$ cat config.mk
export PLATFORM = sky130hd
export DESIGN_NAME = pipe_stage_reg
export DESIGN_NICKNAME = d
export VERILOG_FILES = /design/src/rtl/pipe_pkg.sv /design/src/rtl/pipe_stage_reg.sv
export SDC_FILE = /design/constraint.sdc
export NUM_CORES = 1
export LEC_CHECK = 0
export CORE_MARGIN = 2
export CORE_UTILIZATION = 46
export CTS_CLUSTER_DIAMETER = 150
export DETAILED_ROUTE_END_ITERATION = 8
export PLACE_DENSITY = 0.84
export SYNTH_ARGS = -nofsm -noshare
export SYNTH_HDL_FRONTEND = slang
export SYNTH_SLANG_ARGS = --single-unit
export TNS_END_PERCENT = 5
$ cat constraint.sdc
create_clock -name clk -period 3.6 [get_ports clk]
set_input_delay 0.36 -clock clk [delete_from_list [all_inputs] [get_ports clk]]
set_output_delay 0.36 -clock clk [all_outputs]
set_load 0.01 [all_outputs]
$ cat src/rtl/pipe_pkg.sv
// rtl/pipe_pkg.sv - shared types and constants for pipeline stage registers
//
// Purpose: state encoding and NOP payload shared by every inter-stage
//          register in the pipelined CPU.
// Ports:   none (package).

package pipe_pkg;

   // Occupancy of a stage register. ST_SKIDFULL is only reachable when the
   // stage is built with a skid entry.
   typedef enum logic [1:0] {
      ST_EMPTY    = 2'd0,
      ST_FULL     = 2'd1,
      ST_SKIDFULL = 2'd2
   } stage_state_e;

   // Instruction-stage NOP; also the default bubble payload.
   localparam logic [31:0] NOP = 32'h0000_0000;

endpackage

$ cat src/rtl/pipe_stage_reg.sv
// rtl/pipe_stage_reg.sv - valid/ready pipeline stage register with optional skid entry
//
// Purpose: holds one (SKID=0) or two (SKID=1) payload entries between two CPU
//          pipeline stages, inserts a bubble on flush and counts downstream
//          stall cycles.
// Ports:
//   clk        in   1       rising-edge clock
//   rst        in   1       synchronous active-high reset
//   flush      in   1       drop all held entries at the next edge
//   in_valid   in   1       upstream payload present
//   in_ready   out  1       stage accepts this cycle
//   in_data    in   DATA_W  upstream payload
//   out_valid  out  1       stage presents out_data
//   out_ready  in   1       downstream accepts this cycle
//   out_data   out  DATA_W  held payload, BUBBLE_VAL when empty
//   stall_cnt  out  CNT_W   saturating count of out_valid && !out_ready cycles

module pipe_stage_reg
   import pipe_pkg::*;
#(
   parameter int                 DATA_W     = 32,
   parameter logic [DATA_W-1:0]  BUBBLE_VAL = DATA_W'(NOP),
   parameter bit                 SKID       = 1'b1,
   parameter int                 CNT_W      = 16
) (
   input  logic              clk,
   input  logic              rst,
   input  logic              flush,
   input  logic              in_valid,
   output logic              in_ready,
   input  logic [DATA_W-1:0] in_data,
   output logic              out_valid,
   input  logic              out_ready,
   output logic [DATA_W-1:0] out_data,
   output logic [CNT_W-1:0]  stall_cnt
);

   stage_state_e      state_q;
   logic              out_valid_q;
   logic [DATA_W-1:0] main_q;
   logic [DATA_W-1:0] skid_q;
   logic [CNT_W-1:0]  stall_q;
   logic [CNT_W-1:0]  stall_d;
   logic              in_xfer;
   logic              out_xfer;

   assign in_xfer  = in_valid && in_ready;
   assign out_xfer = out_valid_q && out_ready;

   generate
      if (SKID) begin : gen_skid
         // Ready depends only on registered state, breaking the
         // combinational out_ready -> in_ready path between stages.
         assign in_ready = !rst && (state_q != ST_SKIDFULL);

         // The second entry captures the word accepted while downstream
         // stalls the main entry.
         always_ff @(posedge clk) begin
            if (rst || flush) begin
               skid_q <= BUBBLE_VAL;
            end else if (state_q == ST_FULL && in_xfer && !out_xfer) begin
               skid_q <= in_data;
            end
         end
      end else begin : gen_noskid
         // Single entry: a full stage can only take a new word while the
         // current one leaves in the same cycle.
         assign in_ready = !rst && ((state_q == ST_EMPTY) || out_ready);
         assign skid_q   = BUBBLE_VAL;
      end
   endgenerate

   // Occupancy FSM. main_q is returned to BUBBLE_VAL whenever the stage
   // empties, so out_data can come straight from the register.
   always_ff @(posedge clk) begin
      if (rst || flush) begin
         state_q     <= ST_EMPTY;
         out_valid_q <= 1'b0;
         main_q      <= BUBBLE_VAL;
      end else begin
         case (state_q)
            ST_EMPTY: begin
               if (in_xfer) begin
                  state_q     <= ST_FULL;
                  out_valid_q <= 1'b1;
                  main_q      <= in_data;
               end
            end
            ST_FULL: begin
               if (in_xfer && out_xfer) begin
                  main_q <= in_data;
               end else if (in_xfer) begin
                  // Only reachable with a skid entry; without one, in_ready
                  // while full implies out_ready.
                  state_q <= ST_SKIDFULL;
               end else if (out_xfer) begin
                  state_q     <= ST_EMPTY;
                  out_valid_q <= 1'b0;
                  main_q      <= BUBBLE_VAL;
               end
            end
            ST_SKIDFULL: begin
               if (out_xfer) begin
                  state_q <= ST_FULL;
                  main_q  <= skid_q;
               end
            end
            default: begin
               state_q     <= ST_EMPTY;
               out_valid_q <= 1'b0;
               main_q      <= BUBBLE_VAL;
            end
         endcase
      end
   end

   // Stall counter saturates so long measurement windows never alias to
   // small values; flush leaves it alone.
   always_comb begin
      stall_d = stall_q;
      if (out_valid_q && !out_ready && (stall_q != {CNT_W{1'b1}})) begin
         stall_d = stall_q + CNT_W'(1);
      end
   end

   always_ff @(posedge clk) begin
      if (rst) begin
         stall_q <= '0;
      end else begin
         stall_q <= stall_d;
      end
   end

   assign out_valid = out_valid_q;
   assign out_data  = main_q;
   assign stall_cnt = stall_q;

endmodule

After elaboration in Yosys (flattened, before gate mapping)
Index checks and enable logic that the tools add are counted.
Operators by class
  $add $sub $neg: 1
  equality and inequality tests: 12
  muxes and demuxes: 17
  bitwise logic cells: 1
  reduce and logical (&&, ||, !) cells: 16
Operators with widths (count)
  2-to-1 mux 32 bit: 5
  case mux 32 bit (3 select lines): 1
  adder 16 x 1 -> 16 bit (second input constant): 1
  != test 16 bit (second input constant): 1
  != test 2 bit (second input constant): 6
  2-to-1 mux 2 bit: 5
  logical AND 1 bit: 8
  AND reduction 4 bit: 2
  != test 3 x 2 -> 1 bit (second input constant): 2
  case mux 2 bit (3 select lines): 1
  AND reduction 5 bit: 1
  2-to-1 mux 1 bit: 4
  logical NOT 1 bit: 3
  != test 3 bit (second input constant): 1
  case mux 1 bit (3 select lines): 1
  equality test 2 x 1 -> 1 bit (second input constant): 1
  equality test 2 bit (second input constant): 1
  logical NOT 2 bit: 1
  logical OR 1 bit: 1
  NOT 1 bit: 1
Storage, ports and cells
  register bits after elaboration: 83
  input bits: 37
  output and inout port bits: 50
  word-level logic and storage cells: 52

Longest topological paths before layout
  depth after elaboration: 6
  depth in mapped cells: 7
  mapped depth without buffers: 5

Worst setup path after synthesis
OpenSTA, ideal clock, no wires.
  path kind: register to register
  start point: register stall_q[0] (netlist: stall_cnt[0])
  end point: register stall_q[2] (netlist: stall_cnt[2])
  library setup time: 0.121 ns
  arrival time: 1.530 ns
  data required time: 3.479 ns
  slack: 1.949 ns
  stages on the path, launching flop included: 7
  buffers on the path: 1
  period minus slack after synthesis: 1.651 ns
  cell sequence: dfxtp_1 ha_1 nand4_1 nor3_4 buf_6 a21oi_2 mux2_4
On the way
  longest elaborated chain between the ends: 2
  elaborated cells between the ends (all ways): 3
  classes of those cells: add/sub (1); eq/ne (1); reduce/logical (1)
Ends and longest elaborated chain
  start: declaration: line pipe_stage_reg.sv:42  | logic [CNT_W-1:0] stall_q;
  start signal: assignment: line pipe_stage_reg.sv:130  | stall_q <= stall_d;
  parallel branches: the longest is 2 deep, another holds adder 16 x 1 -> 16 bit
Parallel ways; which one is timed is not known.
A chain may end at the register's enable or synchronous reset.

Worst setup path after layout
  start point: input rst
  end point: output in_ready
On the way
  longest elaborated chain between the ends: 2
Ends and longest elaborated chain
  start: declaration: line pipe_stage_reg.sv:27  | input logic rst,
  logical NOT 1 bit: line pipe_stage_reg.sv:54  | assign in_ready = !rst && (state_q != ST_SKIDFULL);
  logical AND 1 bit: line pipe_stage_reg.sv:54
  end: declaration: line pipe_stage_reg.sv:30  | output logic in_ready,
Every way passes these cells.

==> results_dict.tcl <==
set metrics [dict create \
    overflow 0 \
    timing.final.crit_period_ns 2.58 \
    switching_share_pct 23.5 \
    slew_violations 0 \
    worstSetupPathType "in2out" \
    final-hold-violation-count 0 \
    cp_max_fo 21 \
    via_per_inst 5.65 \
    grtUsageTotal_pct 21.1 \
    drt-wirelength-per-cell_um 15.6 \
    dr.pass1.iters 5 \
    cts_buffer_depth 2 \
    slew_headroom_pct 27.8 \
    syn_area_um2 3680 \
    cp_slowest_cell "clkdlybuf4s50_1" \
    port_buffers 86 \
    nets 501 \
    syn_inst 394 \
    pre_cts_ws_ns 0.775 \
    grt_pass1_wl_um 14800 \
    core_um2 7730 \
    worstSkewPairLatency_ns 0.35 \
    fin_crit_sh_pct 71.6 \
    die_y_um 93.4 \
    p_switching_mw 0.418 \
    cp_cell_sequence "clkdlybuf4s50_1 > buf_4 > nor2_1 > clkdlybuf4s50_1" \
    routed_wl_um 8920 \
    synthTopCellsByArea "dfxtp_1, nand2_1, a22oi_1" \
    crit_family "buffers and inverters" \
    ant_nets 0 \
    finalSetupTns_ns 0 \
    tightest_slew_ns 1.08 \
    drv_cap 0 \
    dieArea_um2 8730 \
    row_count 32 \
    path_buf_inv 3 \
    p_total_mw 1.78 \
    cpPeakStageDelay_ns 0.77 \
    synth_top_area_share_pct 45.2 \
    path_clk_slew_ns 0.08 \
    yosys.cell_count.top_type "dfxtp_1" \
    leakage_nw 1.62 \
    worstPathRequired_ns 3.24 \
    rsz0062_at_grt "no" \
    die_x_um 93.4 \
    dp_hpwl_um 5840 \
    gp_congestion 0.867 \
    ys_seq_area_share_pct 45.2 \
    crit_path_frequent_cell "clkdlybuf4s50_1" \
    drc 0 \
    intPower_mw 1.36 \
    cts_buffers 9 \
    cts_hold_buf 0 \
    yosys-top-cells-count "dfxtp_1, nand2_1, a21oi_1" \
    vias 3218 \
    powerDensity_nw_per_um2 378 \
    yosysTopAreaCell "dfxtp_1" \
    ctsResizeCount 0 \
    final_util_pct 61.1 \
    fmax_mhz 388 \
    ys.flop_type "dfxtp_1" \
    drive_gt1_share_pct 12.0 \
    tritoncts "yes" \
    area_growth_pct 28.2 \
    seqPwrFrac_pct 52.7 \
    htree_levels 3 \
    setup_viol 0 \
    synth.distinct_cells 44 \
    critPathCaptureType "output port" \
    fillCellCount 631 \
    status "complete, no violations" \
    p_comb_share_pct 8.8 \
    drt-initial-drc-count 153 \
    grt_max_degree 34 \
    io_pins 87 \
    async_flop_share_pct 0 \
    crit_path_start_kind "input pin" \
    start_util_pct 47.6 \
    timing.final.ws_setup_ns 1.02 \
    num_antenna_cells 0 \
    synth_seq_cells 83 \
    hp-class "reg2reg" \
    yosys_warnings 0 \
    p_clk_share_pct 38.6 \
    irDropWorstVdd_mv 0.213 \
    cts_num_sinks 83 \
    hold_ws_ns 0.457 \
    grt_pass1_vias 3045 \
    synth_fp_nets 432 \
    antenna_found_initial 0 \
    cts-root-buf "clkbuf_8" \
    crit_arrival_ns 2.22 \
    clock_skew_ns 0.00611 \
    synth_edf_count 0 \
    post_cts_buffers 0 \
    synth_area_per_cell_um2 9.34 \
]
final cells by class:
cell class	count	area [µm²]	area share [%]
Clock inverter	4	48.8	1.03
Tap cell	102	128	2.70
Sequential cell	83	1660	35.2
Inverter	2	7.51	0.159
Timing Repair Buffer	92	906	19.2
Multi-Input combinational cell	275	1810	38.4
Clock buffer	12	155	3.29
final timing paths:
check	startpoint	slack [ns]	to	cells after the start
setup / recovery	rst	1.02	in_ready	4
setup reg to reg	state_q[1]	1.18	out_data[11]	4
hold reg to reg	skid_q[14]	0.46	skid_q[14]	2
hold / removal	skid_q[14]	0.46	skid_q[14]	2
per-layer routing:
| metal | vias up | share of wire, % | global-route usage [%] |
|---|---|---|---|
| li1 | 1562 | - | - |
| met5 | - | 0 | 0 |
| met2 | 113 | 48 | 34.1 |
| met4 | 0 | 1.8 | 8.21 |
| met3 | 15 | 5.2 | 4.43 |
| met1 | 1528 | 45 | 27.6 |
registers in the layout (all words and copies together) (netlist names):
name and flops:
out_data 32, out_valid 1, skid_q 32, stall_cnt 16, state_q 2
worst register-to-register path, cell delays in order (launching register included):
cell       delay, ns
dfxtp_1         0.66
buf_4           0.40
a21oi_1         0.13
o21ai_4         0.86
o2bb2ai_1       0.20
power by group through the flow:
| stage | clock network [mW] | logic [mW] | registers, mW |
|---|---|---|---|
| CTS | 0.701 | 0.157 | 0.938 |
| floorplan | 0 | 0.0749 | 0.960 |
| finish | 0.687 | 0.156 | 0.938 |
| detailed placement | 0 | 0.155 | 0.959 |
| global route | 0.739 | 0.169 | 0.940 |
| global placement | 0 | 0.152 | 0.959 |
placed cells by master (no fill, tap or decap), types with 5 or more instances in the layout:
cell	Yosys	layout
o2bb2ai_1	22	22
a21oi_1	41	40
a21oi_2	8	9
nor2_1	15	14
o2bb2ai_2	10	10
nand3_1	13	13
buf_4	2	6
a22oi_1	32	32
nand4_1	5	5
dfxtp_1	83	83
clkbuf_8	0	11
mux2_4	9	9
nand2_1	70	70
clkdlybuf4s50_1	0	86
nor2b_1	11	11
per-stage QoR:
| step | cells | instance area [µm²] |
|---|---|---|
| after floorplan | 394 | 3680 |
| after global placement | 554 | 4510 |
| after detailed placement | 554 | 4510 |
| after CTS | 570 | 4720 |
| after global routing | 570 | 4720 |
| final | 570 | 4720 |
logic make-up (layout without fill, tap and decap cells):
kind of cell	count (synthesis)	in the layout	synth area share [%]
flops	83	83	45.2
mux	10	10	3.94
buf+inv	36	110	6.12
simple gates	138	138	18.4
compound gates	126	126	26.0
fa+ha+maj	1	1	0.340
No activity file was read; power rests on OpenSTA's default activity.
